==> config.mk <==
export PLATFORM = sky130hd
export DESIGN_NAME = l1a_evt_queue
export DESIGN_NICKNAME = d
export VERILOG_FILES = /design/src/rtl/l1a_evt_queue.sv
export SDC_FILE = /design/constraint.sdc
export NUM_CORES = 1
export LEC_CHECK = 0
export CAP_MARGIN = 20
export CORE_AREA = 2 2 189 191
export CTS_CLUSTER_SIZE = 25
export DETAILED_ROUTE_END_ITERATION = 8
export DIE_AREA = 0 0 191 193
export GPL_ROUTABILITY_DRIVEN = 0
export MAX_ROUTING_LAYER = met4
export PLACE_DENSITY = 0.62
export SLEW_MARGIN = 10
export SYNTH_ARGS = -nofsm -noshare
export SYNTH_HDL_FRONTEND = slang
export SYNTH_SLANG_ARGS = --single-unit
==> constraint.sdc <==
create_clock -name CLK40 -period 8.5 [get_ports CLK40]
set_input_delay 1.275 -clock CLK40 [delete_from_list [all_inputs] [get_ports CLK40]]
set_output_delay 1.275 -clock CLK40 [all_outputs]
set_load 0.02 [all_outputs]
==> src/rtl/l1a_evt_queue.sv <==
// L1A event counter, bunch-crossing counter and FWFT queue of {event number, BXN}
// for matched L1As, drained by the readout FSM through a ready/ack handshake.
`timescale 1ns / 100ps

module l1a_evt_queue #(
   parameter int unsigned DEPTH_LOG2 = 3,
   parameter int unsigned L1A_W      = 24,
   parameter int unsigned BXN_MAX    = 3563
) (
   input  logic                  CLK40,
   input  logic                  RST,
   input  logic                  L1A,
   input  logic                  L1A_MATCH,
   input  logic                  RESYNC,
   input  logic                  BC0,
   input  logic [11:0]           BC_OFFSET,
   output logic [L1A_W-1:0]      L1A_CNT,
   output logic                  EVT_RDY,
   output logic [L1A_W-1:0]      EVT_L1A_NUM,
   output logic [11:0]           EVT_BXN,
   input  logic                  EVT_ACK,
   output logic [DEPTH_LOG2:0]   QUEUE_CNT,
   output logic                  OVERFLOW
);

   localparam int unsigned DEPTH = 2 ** DEPTH_LOG2;
   localparam int unsigned ENTRY_W = L1A_W + 12;
   localparam logic [11:0] BXN_LAST = 12'(BXN_MAX);
   localparam logic [DEPTH_LOG2:0] CNT_FULL = (DEPTH_LOG2 + 1)'(DEPTH);
   localparam logic [DEPTH_LOG2:0] CNT_ONE = (DEPTH_LOG2 + 1)'(1);
   localparam logic [DEPTH_LOG2-1:0] PTR_ONE = DEPTH_LOG2'(1);
   localparam logic [L1A_W-1:0] L1A_ONE = L1A_W'(1);

   logic [11:0]           bxn_q;
   logic [L1A_W-1:0]      l1a_cnt_q;
   logic [L1A_W-1:0]      l1a_next;
   logic [ENTRY_W-1:0]    mem_q [DEPTH];
   logic [DEPTH_LOG2-1:0] wr_ptr_q;
   logic [DEPTH_LOG2-1:0] rd_ptr_q;
   logic [DEPTH_LOG2:0]   cnt_q;
   logic                  overflow_q;
   logic                  empty;
   logic                  full;
   logic                  push_req;
   logic                  push;
   logic                  pop;

   always_comb begin
      l1a_next = l1a_cnt_q + L1A_ONE;
      empty    = (cnt_q == '0);
      full     = (cnt_q == CNT_FULL);
      push_req = L1A & L1A_MATCH & ~RESYNC;
      pop      = EVT_ACK & ~empty & ~RESYNC;
      // A pop frees the slot the same edge, so a push into a full queue still fits
      push     = push_req & (~full | pop);
   end

   always_ff @(posedge CLK40 or posedge RST) begin
      if (RST) begin
         bxn_q <= '0;
      end else if (BC0) begin
         bxn_q <= BC_OFFSET;
      end else if (RESYNC) begin
         bxn_q <= '0;
      end else if (bxn_q == BXN_LAST) begin
         bxn_q <= '0;
      end else begin
         bxn_q <= bxn_q + 12'd1;
      end
   end

   always_ff @(posedge CLK40 or posedge RST) begin
      if (RST) begin
         l1a_cnt_q <= '0;
      end else if (RESYNC) begin
         l1a_cnt_q <= '0;
      end else if (L1A) begin
         l1a_cnt_q <= l1a_next;
      end
   end

   always_ff @(posedge CLK40 or posedge RST) begin
      if (RST) begin
         wr_ptr_q   <= '0;
         rd_ptr_q   <= '0;
         cnt_q      <= '0;
         overflow_q <= 1'b0;
      end else if (RESYNC) begin
         wr_ptr_q   <= '0;
         rd_ptr_q   <= '0;
         cnt_q      <= '0;
         overflow_q <= 1'b0;
      end else begin
         if (push) begin
            wr_ptr_q <= wr_ptr_q + PTR_ONE;
         end
         if (pop) begin
            rd_ptr_q <= rd_ptr_q + PTR_ONE;
         end
         if (push && !pop) begin
            cnt_q <= cnt_q + CNT_ONE;
         end else if (pop && !push) begin
            cnt_q <= cnt_q - CNT_ONE;
         end
         if (push_req && full && !pop) begin
            overflow_q <= 1'b1;
         end
      end
   end

   // Storage needs no reset: the head is masked to zero while the queue is empty
   always_ff @(posedge CLK40) begin
      if (push) begin
         mem_q[wr_ptr_q] <= {l1a_next, bxn_q};
      end
   end

   assign L1A_CNT   = l1a_cnt_q;
   assign EVT_RDY   = ~empty;
   assign QUEUE_CNT = cnt_q;
   assign OVERFLOW  = overflow_q;
   assign {EVT_L1A_NUM, EVT_BXN} = empty ? '0 : mem_q[rd_ptr_q];

endmodule
; After elaboration in Yosys (flattened, before gate mapping)
; Memories as Yosys holds them, arrays and structs flattened.
; Index checks and enable logic that the tools add are counted.
; W data, S select, Z words.
[word_totals]
reg_bits = 47
ramBits = 288
word_cells = 53
memories = 1
[op_classes]
n_addsub = 6
n_eq_ne = 2
n_mux = 17
n_bitwise = 9
n_reduce_logical = 12
[mem_list]
columns = name, words, width, rd, rd_ports_with_merged_regs, wr, line_no
row1 = mem_q, 8, 36, 1, 0, 1, 37  ; logic [ENTRY_W-1:0] mem_q [DEPTH];
[ops]
columns = operator, count
row1 = $mux W24, 2
row2 = $mux W12, 3
row3 = $mux W36, 1
row4 = $add A24 B1 Y24 const B, 1
row5 = $add A12 B1 Y12 const B, 1
row6 = $eq A12 B12 Y1 const B, 1
row7 = $mux W3, 4
row8 = $mux W4, 3
row9 = $reduce_bool A2 Y1, 4
row10 = $add A3 B1 Y3 const B, 2
row11 = $and A1 B1 Y1, 5
row12 = $add A4 B1 Y4 const B, 1
row13 = $eq A4 B4 Y1 const B, 1
row14 = $logic_and A1 B1 Y1, 4
row15 = $logic_not A4 Y1, 1
row16 = $mux W1, 4
row17 = $sub A4 B1 Y4 const B, 1
row18 = $not A1 Y1, 3
row19 = $reduce_bool A3 Y1, 1
row20 = $logic_not A1 Y1, 2
row21 = $or A1 B1 Y1, 1

; Depth between registers and ports, before layout
[depth]
ltp_word = 11
mapped_depth = 10
mapped_depth_nobuf = 9

; Worst setup path before layout
; No wires, ideal clock.
[synth_path]
kind = in2reg
startpoint = in RESYNC
endpoint = mem mem_q[0][0] in the netlist's numbering, enable pin
setup_time_ns = 0.482
arrival_time_ns = 4.966
required_ns = 8.018
path_slack_ns = 3.053
path_stages = 5
n_path_buf = 1
path_cell_list = clkbuf_1 > nand3b_1 > a31oi_1 > nor2b_1 > nor3b_1
[synth_via]
elab_chain_len = 6
word_cells_on_any_way = 7
[synth_rtl]
columns = element, line_no
row1 = from (decl), 14  ; input logic RESYNC,
row2 = $not A1 Y1 (*), "52, 53"
row3 = $and A1 B1 Y1, 53  ; pop = EVT_ACK & ~empty & ~RESYNC;
row4 = $or A1 B1 Y1, 55  ; push = push_req & (~full | pop);
row5 = $and A1 B1 Y1 (*), 55
row6 = $mux W1 (*), 113  ; if (push) begin
row7 = $mux W1 (not written as such) (*), 114  ; mem_q[wr_ptr_q] <= {l1a_next, bxn_q};
row8 = to (decl), 37
; Every way passes the cells marked *; elsewhere a longest branch is shown, timed or not.

; Final worst setup path
[layout_path]
startpoint = reg rd_ptr_q[0]
endpoint = out EVT_L1A_NUM[23]
[layout_via]
elab_chain_len = 2
[layout_rtl]
columns = element, line_no
row1 = from (decl), 39  ; logic [DEPTH_LOG2-1:0] rd_ptr_q;
row2 = from (signal assigned), 98  ; rd_ptr_q <= rd_ptr_q + PTR_ONE;
row3 = $mem_v2 Z8 W36, --
row4 = $mux W36, 122  ; assign {EVT_L1A_NUM, EVT_BXN} = empty ? '0 : mem_q[rd_ptr_q];
row5 = to (decl), 19  ; output logic [L1A_W-1:0] EVT_L1A_NUM,
; Every way passes these cells.

==> flow_summary.json <==
{
  "finalNetCount": 906,
  "yosysSeqAreaShare_pct": 71.42,
  "rsz0062_at_grt": "no",
  "layout_common_cells": "sky130_fd_sc_hd__edfxtp_1 (288), sky130_fd_sc_hd__clkdlybuf4s50_1 (84), sky130_fd_sc_hd__nor2_1 (73)",
  "clk_pin_slew_worst_paths_ns": 0.06,
  "path_class": "reg2out",
  "grt_pass1_vias": 7204,
  "hold_path_depth": 1,
  "leftover_overflow_at_the_end_of_global_routing": 0,
  "layout_commonest_cell": "sky130_fd_sc_hd__edfxtp_1",
  "power_density_nw_per_um2": 271.6,
  "route.final.wire_length_mm": 28.07,
  "number_of_fillers_in_the_final_layout": 2986,
  "timing.critical_path.to_type": "output port",
  "clkSinkCount": 335,
  "postCtsSetupBuffers": 0,
  "drt_iter0_markers": 479,
  "area_growth_pct": 18.79,
  "synth_ff_type": "sky130_fd_sc_hd__edfxtp_1",
  "worst_case_vdd_ir_drop_mv": 0.1499,
  "tns_ns": 0,
  "post_synth_num_cell_types": 47,
  "tightest_slew_ns": 0.9388,
  "cp_data_required_time_ns": 7.22,
  "syn_inst": 781,
  "timing_hold_violations_final": 0,
  "cts_max_path_buffers": 3,
  "grt_pass1_wl_mm": 43.04,
  "viasPerCell": 5.189,
  "r2r-start": "L1A_CNT[0]$_DFFE_PP0P_",
  "layout.cells.non_filler": 1367,
  "synth.ff_latch_count": 335,
  "maximum_clock_frequency_mhz": 202.5,
  "holdBufCountCts": 0,
  "tritoncts": "done",
  "antenna_violations_before_repair": 0,
  "share_of_layout_cells_above_drive_strength_1_pct": 17.77,
  "detail_route.drc_violations": 0,
  "startpoint_of_the_most_critical_hold_path": "wr_ptr_q[0]$_DFFE_PP0P_",
  "net_count_of_the_mapped_netlist": 807,
  "crit_fanout": 45,
  "holdPathEnd": "wr_ptr_q[0]$_DFFE_PP0P_",
  "worst-r2r-setup-slack_ns": 5.53,
  "crit_path_start_kind": "flop",
  "post-route-min-period_ns": 4.937,
  "worst_r2r_endpoint": "mem_q[1][32]$_DFFE_PP_",
  "n_antenna_cell": 0,
  "report.final.slew_viol_count": 0,
  "cts_made_buffers": 35,
  "maxSlewHeadroom_pct": 36.93,
  "die_y_um": 193,
  "dp_cells": 1302,
  "ioPinCount": 85,
  "synth-edff-count": 288,
  "global_route.usage.total_pct": 16.10,
  "syn_area_per_cell_um2": 17.61,
  "synth_area_um2": 13760,
  "die_width_um": 191,
  "timing.critical_path.arrival_ns": 3.66,
  "vias": 7094,
  "synth.yosys.warnings": 0,
  "fp-row-count": 69,
  "detailedRoute.firstPassIterationCount": 5,
  "holdCritPathClass": "reg2reg",
  "drtAntennaViolNets": 0,
  "area.sequential_um2": 9831,
  "initial_standard_cell_utilization_of_the_core_pct": 39.34,
  "core-area_um2": 34960,
  "cts_root_buf": "sky130_fd_sc_hd__clkbuf_16",
  "multiInputGateArea_um2": 3762,
  "ff2ff_path_depth": 5,
  "max_cap_violations": 0,
  "floorplan.die_area_um2": 36860,
  "timing.final.setup_violations": 0,
  "detailedPlacementHpwl_mm": 16.14,
  "leakage_power_total_nw": 5.487,
  "postCtsResizedCells": 0,
  "async_flop_share_pct": 14.03,
  "grt_start_max_net_pins": 57,
  "io_buffers": 84,
  "wl_per_cell_um": 20.53,
  "finalClockSkew_ns": 0.02049,
  "worst_skew_late_latency_ns": 0.50,
  "cts_htree_levels": 2,
  "post-route-period-util_pct": 58.09,
  "outcome": "finished, final reports clean"
}
==> through the flow <==
step	worst slack [ns]	hold WS (ns)	instance area [um2]	utilization, %	power (mW)
6_report	3.563	0.5408	16340	46.73	4.438
5_1_grt	3.239	0.5634	16340	46.73	4.635
4_1_cts	3.395	0.5425	16290	46.58	4.498
3_5_place_dp	3.940	0.5178	15170	43.39	3.033
3_3_place_gp	3.956	0.5225	15170	43.39	3.028
2_1_floorplan	3.053	0.5007	13760	-	2.619
==> how the worst max path moves through the flow <==
stage,start,endpoint,slack [ns]
global route,rd_ptr_q[0]$_DFFE_PP0P_,EVT_L1A_NUM[1],3.24
CTS,rd_ptr_q[0]$_DFFE_PP0P_,EVT_L1A_NUM[1],3.40
global placement,rd_ptr_q[0]$_DFFE_PP0P_,EVT_L1A_NUM[1],3.96
floorplan,RESYNC,mem_q[0][0]$_DFFE_PP_,3.05
finish,rd_ptr_q[0]$_DFFE_PP0P_,EVT_L1A_NUM[23],3.56
detailed placement,rd_ptr_q[0]$_DFFE_PP0P_,EVT_L1A_NUM[1],3.94
==> worst max-delay path, cell delays in order, from the launching register on <==
cell and delay [ns]:
sky130_fd_sc_hd__dfrtp_4 1.05, sky130_fd_sc_hd__buf_4 0.64, sky130_fd_sc_hd__mux4_2 0.57, sky130_fd_sc_hd__mux2i_1 0.27
sky130_fd_sc_hd__nor2_1 0.07, sky130_fd_sc_hd__clkdlybuf4s50_1 0.55
==> layer usage <==
metal  vias up  global-route usage (%)  part of all wire [%]
met4         0                   3.787                   1.5
met2       155                   25.61                    48
met3        32                   2.371                   4.5
met5         -                       -                     0
met1      3691                   22.09                    46
li1       3216                       -                     -
==> cells in the mapped netlist, types with 6 or more instances <==
| cell type | n | area [um2] |
|---|---|---|
| sky130_fd_sc_hd__clkbuf_1 | 24 | 90.09 |
| sky130_fd_sc_hd__inv_1 | 13 | 48.80 |
| sky130_fd_sc_hd__ha_1 | 6 | 75.07 |
| sky130_fd_sc_hd__nor2_1 | 74 | 277.8 |
| sky130_fd_sc_hd__nand4_1 | 9 | 56.30 |
| sky130_fd_sc_hd__xor2_1 | 30 | 262.8 |
| sky130_fd_sc_hd__and3_1 | 8 | 50.05 |
| sky130_fd_sc_hd__mux4_2 | 72 | 1622 |
| sky130_fd_sc_hd__buf_2 | 10 | 50.05 |
| sky130_fd_sc_hd__mux2i_1 | 38 | 380.4 |
| sky130_fd_sc_hd__edfxtp_1 | 288 | 8648 |
| sky130_fd_sc_hd__nand3_1 | 18 | 90.09 |
| sky130_fd_sc_hd__a21oi_1 | 6 | 30.03 |
| sky130_fd_sc_hd__nand2_1 | 39 | 146.4 |
| sky130_fd_sc_hd__o21ai_0 | 18 | 90.09 |
| sky130_fd_sc_hd__dfrtp_1 | 47 | 1176 |
| sky130_fd_sc_hd__xnor2_1 | 27 | 236.5 |
==> area by class of cell <==
cell class,instances,area share [%]
Timing Repair Buffer,101,6.172
Clock buffer,47,5.957
Clock inverter,16,0.8576
Sequential cell,335,60.16
Tap cell,461,3.530
Multi-Input combinational cell,394,23.02
Inverter,13,0.2986
==> state kept, by name, indices dropped and copies added, names as in the netlist <==
name	flops
L1A_CNT	24
OVERFLOW	1
QUEUE_CNT	4
bxn_q	12
mem_q	288
rd_ptr_q	3
wr_ptr_q	3
==> where the power goes <==
part	total, mW	internal [mW]	switching (mW)
clock network	1.47	0.870	0.597
registers	1.92	1.81	0.112
logic	1.05	0.543	0.505
total	4.44	3.22	1.21
==> cells by family (layout without fill, tap and decap cells) <==
family | Yosys count | in the layout | share of synthesized area (%)
DFF | 335 | 335 | 71.42
and+or+nand+nor | 185 | 185 | 6.604
buffers and inverters | 52 | 177 | 1.519
muxes | 110 | 110 | 14.55
xor gates and xnor gates | 57 | 57 | 3.629
AOI/OAI and AO/OA | 35 | 35 | 1.583
adders and majority gates | 7 | 7 | 0.6913
(Power assumes the default switching activity.)
